**src/rtl/phasediff_pkg.sv**
```systemverilog
// Shared constants and FSM encoding for the phase-difference stage.
// Angles are signed degrees with ANG_FRAC fractional bits.
package phasediff_pkg;

    localparam int ANG_FRAC = 10;
    localparam int DEG180   = 180 << ANG_FRAC;
    localparam int DEG360   = 2 * DEG180;

    // WAIT_HI gives up on a busy rise after this many idle polls + 1
    localparam logic [1:0] HI_WAIT_MAX = 2'd3;

    typedef enum logic [2:0] {
        S_IDLE    = 3'd0,
        S_LAUNCH  = 3'd1,
        S_WAIT_HI = 3'd2,
        S_WAIT_LO = 3'd3,
        S_CAPTURE = 3'd4
    } state_t;

endpackage

```
**src/rtl/phasediff_avg.sv**
```systemverilog
// Sliding-window mean of the last 2^AVGLOG phase differences.
// Running sum is updated incrementally; output is the floored mean.
module phasediff_avg
    import phasediff_pkg::*;
#(
    parameter int W      = 19,
    parameter int AVGLOG = 3
) (
    input  logic                clock,
    input  logic                reset,
    input  logic signed [W-1:0] din,
    input  logic                din_valid,
    output logic signed [W-1:0] avg,
    output logic                avg_valid
);

    localparam int N  = 1 << AVGLOG;
    localparam int SW = W + AVGLOG;
    localparam logic [AVGLOG:0] FULL = (AVGLOG+1)'(N);

    logic signed [W-1:0]  win_q [N];
    logic signed [W-1:0]  win_d [N];
    logic signed [SW-1:0] sum_q, sum_d;
    logic [AVGLOG:0]      fill_q, fill_d;
    logic signed [W-1:0]  avg_q, avg_d;
    logic                 avg_valid_q, avg_valid_d;

    always_comb begin
        win_d       = win_q;
        sum_d       = sum_q;
        fill_d      = fill_q;
        avg_d       = avg_q;
        avg_valid_d = 1'b0;
        if (din_valid) begin
            win_d[0] = din;
            for (int i = 1; i < N; i++) begin
                win_d[i] = win_q[i-1];
            end
            sum_d = sum_q + SW'(din) - SW'(win_q[N-1]);
            if (fill_q != FULL) begin
                fill_d = fill_q + 1'b1;
            end
            avg_d       = W'(sum_d >>> AVGLOG);
            avg_valid_d = (fill_d == FULL);
        end
    end

    always_ff @(posedge clock or negedge reset) begin
        if (!reset) begin
            for (int i = 0; i < N; i++) begin
                win_q[i] <= '0;
            end
            sum_q       <= '0;
            fill_q      <= '0;
            avg_q       <= '0;
            avg_valid_q <= 1'b0;
        end else begin
            win_q       <= win_d;
            sum_q       <= sum_d;
            fill_q      <= fill_d;
            avg_q       <= avg_d;
            avg_valid_q <= avg_valid_d;
        end
    end

    assign avg       = avg_q;
    assign avg_valid = avg_valid_q;

endmodule

```
**src/rtl/phasediff.sv**
```systemverilog
// Sequences one phase-calculator conversion per sample and emits the
// wrapped sample-to-sample angle difference plus its window mean.
module phasediff
    import phasediff_pkg::*;
#(
    parameter int ANGSIZE = 19,
    parameter int AVGLOG  = 3
) (
    input  logic                      clock,
    input  logic                      reset,
    input  logic                      smp_valid,
    output logic                      pc_start,
    input  logic                      pc_busy,
    input  logic signed [ANGSIZE-1:0] angle,
    output logic signed [ANGSIZE-1:0] dphase,
    output logic                      dphase_valid,
    output logic signed [ANGSIZE-1:0] freq_avg,
    output logic                      avg_valid,
    output logic                      overrun
);

    localparam int DW = ANGSIZE + 1;
    localparam logic signed [DW-1:0] D180 = DW'(DEG180);
    localparam logic signed [DW-1:0] D360 = DW'(DEG360);

    state_t                     state_q, state_d;
    logic [1:0]                 hi_cnt_q, hi_cnt_d;
    logic signed [ANGSIZE-1:0]  prev_q, prev_d;
    logic                       have_prev_q, have_prev_d;
    logic signed [ANGSIZE-1:0]  dphase_q, dphase_d;
    logic                       dphase_valid_q, dphase_valid_d;
    logic                       overrun_q, overrun_d;
    logic signed [DW-1:0]       diff_raw;
    logic signed [ANGSIZE-1:0]  diff_wrap;

    always_comb begin
        diff_raw = DW'(angle) - DW'(prev_q);
        if (diff_raw > D180) begin
            diff_wrap = ANGSIZE'(diff_raw - D360);
        end else if (diff_raw <= -D180) begin
            diff_wrap = ANGSIZE'(diff_raw + D360);
        end else begin
            diff_wrap = ANGSIZE'(diff_raw);
        end
    end

    always_comb begin
        state_d        = state_q;
        hi_cnt_d       = hi_cnt_q;
        prev_d         = prev_q;
        have_prev_d    = have_prev_q;
        dphase_d       = dphase_q;
        dphase_valid_d = 1'b0;
        overrun_d      = overrun_q;
        pc_start       = 1'b0;

        // Samples arriving while a conversion is in flight are dropped
        if (smp_valid && state_q != S_IDLE) begin
            overrun_d = 1'b1;
        end

        unique case (state_q)
            S_IDLE: begin
                if (smp_valid) begin
                    state_d = S_LAUNCH;
                end
            end
            S_LAUNCH: begin
                pc_start = 1'b1;
                hi_cnt_d = '0;
                state_d  = S_WAIT_HI;
            end
            S_WAIT_HI: begin
                if (pc_busy) begin
                    state_d = S_WAIT_LO;
                end else if (hi_cnt_q == HI_WAIT_MAX) begin
                    state_d = S_CAPTURE;
                end else begin
                    hi_cnt_d = hi_cnt_q + 1'b1;
                end
            end
            S_WAIT_LO: begin
                if (!pc_busy) begin
                    state_d = S_CAPTURE;
                end
            end
            S_CAPTURE: begin
                prev_d      = angle;
                have_prev_d = 1'b1;
                if (have_prev_q) begin
                    dphase_d       = diff_wrap;
                    dphase_valid_d = 1'b1;
                end
                state_d = S_IDLE;
            end
            default: begin
                state_d = S_IDLE;
            end
        endcase
    end

    always_ff @(posedge clock or negedge reset) begin
        if (!reset) begin
            state_q        <= S_IDLE;
            hi_cnt_q       <= '0;
            prev_q         <= '0;
            have_prev_q    <= 1'b0;
            dphase_q       <= '0;
            dphase_valid_q <= 1'b0;
            overrun_q      <= 1'b0;
        end else begin
            state_q        <= state_d;
            hi_cnt_q       <= hi_cnt_d;
            prev_q         <= prev_d;
            have_prev_q    <= have_prev_d;
            dphase_q       <= dphase_d;
            dphase_valid_q <= dphase_valid_d;
            overrun_q      <= overrun_d;
        end
    end

    phasediff_avg #(
        .W      (ANGSIZE),
        .AVGLOG (AVGLOG)
    ) u_avg (
        .clock     (clock),
        .reset     (reset),
        .din       (dphase_q),
        .din_valid (dphase_valid_q),
        .avg       (freq_avg),
        .avg_valid (avg_valid)
    );

    assign dphase       = dphase_q;
    assign dphase_valid = dphase_valid_q;
    assign overrun      = overrun_q;

endmodule
```
**config.mk**
```make
export PLATFORM = sky130hd
export DESIGN_NAME = phasediff
export DESIGN_NICKNAME = d
export VERILOG_FILES = /design/src/rtl/phasediff_pkg.sv /design/src/rtl/phasediff_avg.sv /design/src/rtl/phasediff.sv
export SDC_FILE = /design/constraint.sdc
export NUM_CORES = 1
export LEC_CHECK = 0
export CORE_MARGIN = 8
export CORE_UTILIZATION = 55
export DETAILED_ROUTE_END_ITERATION = 16
export GPL_ROUTABILITY_DRIVEN = 0
export PLACE_DENSITY = 0.74
export SLEW_MARGIN = 20
export SYNTH_ARGS = -nofsm -noshare
export SYNTH_HDL_FRONTEND = slang
export SYNTH_SLANG_ARGS = --single-unit
```
**constraint.sdc**
```tcl
create_clock -name clock -period 10.1 [get_ports clock]
set_input_delay 1.01 -clock clock [delete_from_list [all_inputs] [get_ports clock]]
set_output_delay 1.01 -clock clock [all_outputs]
set_load 0.01 [all_outputs]
```
# [Word level (Yosys, flattened, before mapping)]
# Cells that the tools add are included.
[word_totals] wordCells=63 romBits=0 ram_bits=0 regBits=244 mem_count=0 input_bits=23 latchBits=0
[classes] mux=16 mul=0 eq_ne=12 magnitude_cmp=2 n_addsub=7 n_div=0 reduce_logical=7 shift=0 n_bitwise=0
[ops] cell="19-bit two-way mux" n=2
[ops] cell="22-bit by 19-bit adder with 22-bit output" n=1
[ops] cell="22-bit by 19-bit subtractor with 22-bit output" n=1
[ops] cell="20-bit by 19-bit > comparator with 1-bit output, second input constant" n=1
[ops] cell="20-bit by 19-bit <= comparator with 1-bit output, second input constant" n=1
[ops] cell="19-bit by 19-bit subtractor with 20-bit output" n=1
[ops] cell="19-bit adder, second input constant" n=1
[ops] cell="19-bit subtractor, second input constant" n=1
[ops] cell="3-bit two-way mux" n=4
[ops] cell="3-bit case mux with 4 select lines" n=1
[ops] cell="4-bit two-way mux" n=2
[ops] cell="2-bit != test, second input constant" n=4
[ops] cell="3-bit by 2-bit equality test with 1-bit output, second input constant" n=2
[ops] cell="3-bit AND reduction" n=2
[ops] cell="4-bit by 1-bit adder with 4-bit output, second input constant" n=1
[ops] cell="4-bit equality test, second input constant" n=1
[ops] cell="1-bit two-way mux" n=4
[ops] cell="2-bit two-way mux" n=2
[ops] cell="4-bit != test, second input constant" n=1
[ops] cell="2-bit case mux with 2 select lines" n=1
[ops] cell="3-bit by 1-bit equality test with 1-bit output, second input constant" n=1
[ops] cell="3-bit equality test, second input constant" n=1
[ops] cell="3-bit zero test" n=1
[ops] cell="3-bit != test, second input constant" n=1
[ops] cell="other kinds (6)" n=6

# [Longest topological paths before layout]
[depth] depth_word=5 ltp_mapped=17

# [Hierarchy]
# A second synthesis with hierarchy kept.
[unflattened] hier_cells=1098 hier_area_um2=12180.4
[modules_own_cells] module="phasediff_avg" cells_per_inst=697 area_per_inst_um2=8800.9 seq_area_each_um2=4479.3 n_inst=1
[modules_own_cells] module="phasediff" cells_per_inst=401 area_per_inst_um2=3379.5 seq_area_each_um2=1151.1 n_inst=1

# [Worst setup path before layout]
# No wires, ideal clock.
[synth_path] kind="input to register" start="input port angle[0]" end="register dphase_q[16] (netlist: dphase[16])" setup_time_ns=0.126 cell_stages=13 path_buffers=0 path_slack_ns=6.002 arrival_ns=3.972 cell_sequence="inv_1 ha_1 fa_1 nor2b_1 o2111ai_1 a31oi_1 o31ai_2 o21ai_1 mux2i_1 o21ai_0 o211a_4 mux2_4 a221o_1"
[synth_via] elab_chain_len=4 word_cells_on_any_way=7
[synth_lines] item="start, declared" line_no="phasediff.sv:14" text="input logic signed [ANGSIZE-1:0] angle,"
[synth_lines] item="19-bit by 19-bit subtractor with 20-bit output *" line_no="phasediff.sv:37" text="diff_raw = DW'(angle) - DW'(prev_q);"
[synth_lines] item="19-bit adder or 20-bit by 19-bit <= comparator with 1-bit output (tied branches)" line_no="phasediff.sv:41, phasediff.sv:40"
[synth_lines] item="19-bit two-way mux" line_no="phasediff.sv:40" text="end else if (diff_raw <= -D180) begin"
[synth_lines] item="19-bit two-way mux *" line_no="phasediff.sv:38" text="if (diff_raw > D180) begin"
[synth_lines] item="end signal, assigned" line_no="phasediff.sv:116" text="dphase_q <= dphase_d;"
[synth_lines] item="end, declared" line_no="phasediff.sv:30" text="logic signed [ANGSIZE-1:0] dphase_q, dphase_d;"
# Every way passes the cells marked *; elsewhere a longest branch is shown, timed or not.
# A chain may end at the register's enable or synchronous reset.

# [Worst setup path after layout]
[layout_path] start="input port angle[0]" end="register dphase_q[15] (netlist: dphase[15])"
# The elaborated chain is that of the path after synthesis.

==> flow_metrics.tcl <==
set metrics [dict create \
    wl_mm 21.3 \
    root_buffer "clkbuf_16" \
    cap_viol_max_count 0 \
    antenna_found_initial 0 \
    outcome "completed" \
    wire_per_inst_um 15.3 \
    grt_start_max_net_pins 102 \
    area_delta_synth_final_pct 13.2 \
    cts_resized 0 \
    grt_first_pass_wirelength_mm 36.5 \
    drive_gt1_share_pct 19.3 \
    dp_slack_ps 4630 \
    synth_seq_cells 225 \
    p_per_area_mw_per_mm2 328 \
    synth-edff-count 0 \
    yosys_most_used_dff "dfrtp_1" \
    fmax_ghz 0.200 \
    num_antenna_cells 0 \
    p_seq_share_pct 28.4 \
    end_kind "flop" \
    r2r_start "prev_q[0]$_DFFE_PN0N_" \
    postRouteAntennaNets 0 \
    final_hold_viol_count 0 \
    synthCells 1059 \
    crit_path_start_kind "input port" \
    num_io_pins 65 \
    vias 7357 \
    start_util_pct 56.0 \
    avgSynthCellArea_um2 11.1 \
    max-vdd-ir-drop_uv 218 \
    clk_path_buf_depth 3 \
    path_max_fanout 12 \
    cts_num_sinks 225 \
    post_cts_buffers 0 \
    ff_latch_area_mm2 0.00563 \
    pwr-share-comb_pct 50.8 \
    intPower_mw 2.67 \
    drc_errors 0 \
    overflow 0 \
    p_leak_nw 6.45 \
    die_w_um 162 \
    setup_slack_ps 5110 \
    layout.nets 1188 \
    path_clk_slew_ps 60 \
    multi_input_area_mm2 0.00540 \
    die_area_mm2 0.0263 \
    synth_nets 1152 \
    clk_latency_ps 510 \
    fin_crit_ps 4990 \
    yosys.area.top_type_share_pct 47.8 \
    critical_path_class "input port to flop" \
    maxSlewHeadroom_pct 36.9 \
    cts_hold_buffers 0 \
    synth_cell_types 69 \
    cts_tree "yes" \
    placed_area_mm2 0.0125 \
    hp-class "flop to flop" \
    setup_viol 0 \
    tns_ps 0 \
    first_pass_iters 5 \
    synth-async-reset-ratio_pct 100 \
    crit_arrival_ps 5380 \
    final.fill_count 1645 \
    min-delay-start "have_prev_q$_DFFE_PN0N_" \
    grt_pass1_vias 7407 \
    core_mm2 0.0210 \
    htree_levels 1 \
    synth_top_area_cell "dfrtp_1" \
    p_sw_mw 1.71 \
    portBuffers 64 \
    rsz0062_at_grt "no" \
    fin_area_mm2 0.0133 \
    rows 53 \
    drtIter0Drc 328 \
    clockPowerShare_pct 20.8 \
    tightestPinTransition_ps 944 \
    grt_util_all_layers_pct 16.6 \
    period_share_pct 49.4 \
    final_max_slew_viol_count 0 \
    drt-vias-per-instance 5.30 \
    yosys-top-cells-area "dfrtp_1 48%, mux2_2 15%, ha_1 5.1%, inv_1 3.8%, fa_1 3.7%" \
    swShare_pct 39.0 \
    die_y_um 162 \
    ys_seq_area_share_pct 47.8 \
    cts-buffers-inserted 24 \
    synth_area_mm2 0.0118 \
    place_hpwl_mm 14.9 \
    synth_warnings 0 \
    cp_data_required_time_ps 10490 \
    skew_ps 9.39 \
    crit_start "angle[0]" \
]
metrics by stage:
step	util [%]	total power, mW	std cells	hold WS, ps
floorplan	-	2.97	1059	439
detailed placement	59.5	3.49	1344	454
global placement	59.5	3.42	1344	451
finish	63.4	4.37	1388	465
global route	63.4	4.75	1388	487
CTS	63.4	4.42	1388	468
state kept, by name (all words and copies together) (netlist names):
signal           count
prev_q              19
u_avg.avg           19
state_q              3
u_avg.avg_valid      1
dphase              19
overrun              1
have_prev_q          1
dphase_valid         1
u_avg.win_q        152
u_avg.sum_q          3
u_avg.fill_q         4
hi_cnt_q             2
area by class of cell:
class	instances	share of cell area, %
Clock inverter	7	1.01
Inverter	118	3.32
Tap cell	275	2.58
Clock buffer	37	5.18
Multi-Input combinational cell	657	40.5
Timing Repair Buffer	69	5.13
Sequential cell	225	42.3
critical path, stage by stage:
cell	delay, ps
clkdlybuf4s50_1	470
inv_1	50
ha_1	220
fa_1	430
nor2b_1	140
o2111ai_1	150
a31oi_1	460
nor4_1	120
nor3_1	530
inv_1	230
o211ai_1	150
a21oi_1	60
a21oi_1	660
mux2_1	380
a211oi_1	230
o21ai_1	80
metal layers:
metal / wire length (um) / share of wire, % / GRT usage, % / vias up
met1: 9800 / 46 / 22.9 / 3564
met5: 0 / 0 / 0 / -
met3: 1180 / 5.5 / 3.47 / 25
met2: 10100 / 47 / 26.5 / 107
met4: 227 / 1.1 / 3.62 / 0
li1: - / - / - / 3661
worst paths after layout:
kind / slack [ps] / cells after the start / to
setup / recovery: 5110 / 16 / dphase[15]$_DFFE_PN0P_
hold / removal: 470 / 1 / have_prev_q$_DFFE_PN0N_
setup reg to reg: 5740 / 14 / dphase[15]$_DFFE_PN0P_
hold reg to reg: 470 / 1 / have_prev_q$_DFFE_PN0N_
max in group asynchronous: 8210 / 2 / u_avg.win_q[141]$_DFFE_PN0P_
min in group asynchronous: 540 / 1 / u_avg.avg[16]$_DFFE_PN0P_
cells in the mapped netlist (all sizes together), types with 10 or more instances:
cell and n:
buf 23, mux2i 10, nor2 34, ha 48, xor2 14, nand3 15, a21oi 35, nand2 78
inv 118, dfrtp 225, o21ai 70, xnor2 25, clkbuf 36, mux2 157, nand2b 12, fa 22
nor3 14
kinds of logic (layout without fill, tap and decap cells):
| logic type | count (synthesis) | in the layout | share of synthesized area, % |
|---|---|---|---|
| DFF | 225 | 225 | 47.8 |
| and+or+nand+nor | 207 | 207 | 8.62 |
| buffers and inverters | 177 | 231 | 6.30 |
| AOI/OAI and AO/OA | 174 | 174 | 9.52 |
| muxes | 167 | 167 | 15.9 |
| adders and majority gates | 70 | 70 | 8.85 |
| xor gates and xnor gates | 39 | 39 | 2.97 |
placed cells by master, fill, tap and decap left out, drive strengths merged, types with 5 or more instances in the layout:
| cell | instances |
|---|---|
| xor2 | 14 |
| o21ai | 70 |
| clkbuf | 37 |
| nand2b | 12 |
| o31ai | 7 |
| inv | 118 |
| and2 | 7 |
| ha | 48 |
| nor2b | 7 |
| a31oi | 5 |
| or3 | 6 |
| nor2 | 34 |
| or2 | 5 |
| nand4 | 6 |
| nand2 | 78 |
| nand3 | 15 |
| fa | 22 |
| o211ai | 7 |
| a211oi | 8 |
| and3 | 6 |
| clkdlybuf4s50 | 63 |
| mux2i | 10 |
| xnor2 | 25 |
| dfrtp | 225 |
| buf | 6 |
| nor3 | 14 |
| mux2 | 157 |
| a21oi | 35 |
| a21o | 8 |
power groups by stage:
| stage | clock (mW) | sequential [mW] | combinational, mW |
|---|---|---|---|
| 2_1_floorplan | 0 | 1.21 | 1.76 |
| 3_3_place_gp | 0 | 1.25 | 2.17 |
| 3_5_place_dp | 0 | 1.26 | 2.22 |
| 4_1_cts | 0.931 | 1.25 | 2.24 |
| 5_1_grt | 0.972 | 1.27 | 2.51 |
| 6_report | 0.911 | 1.24 | 2.22 |
No activity file was read; power rests on OpenSTA's default activity.
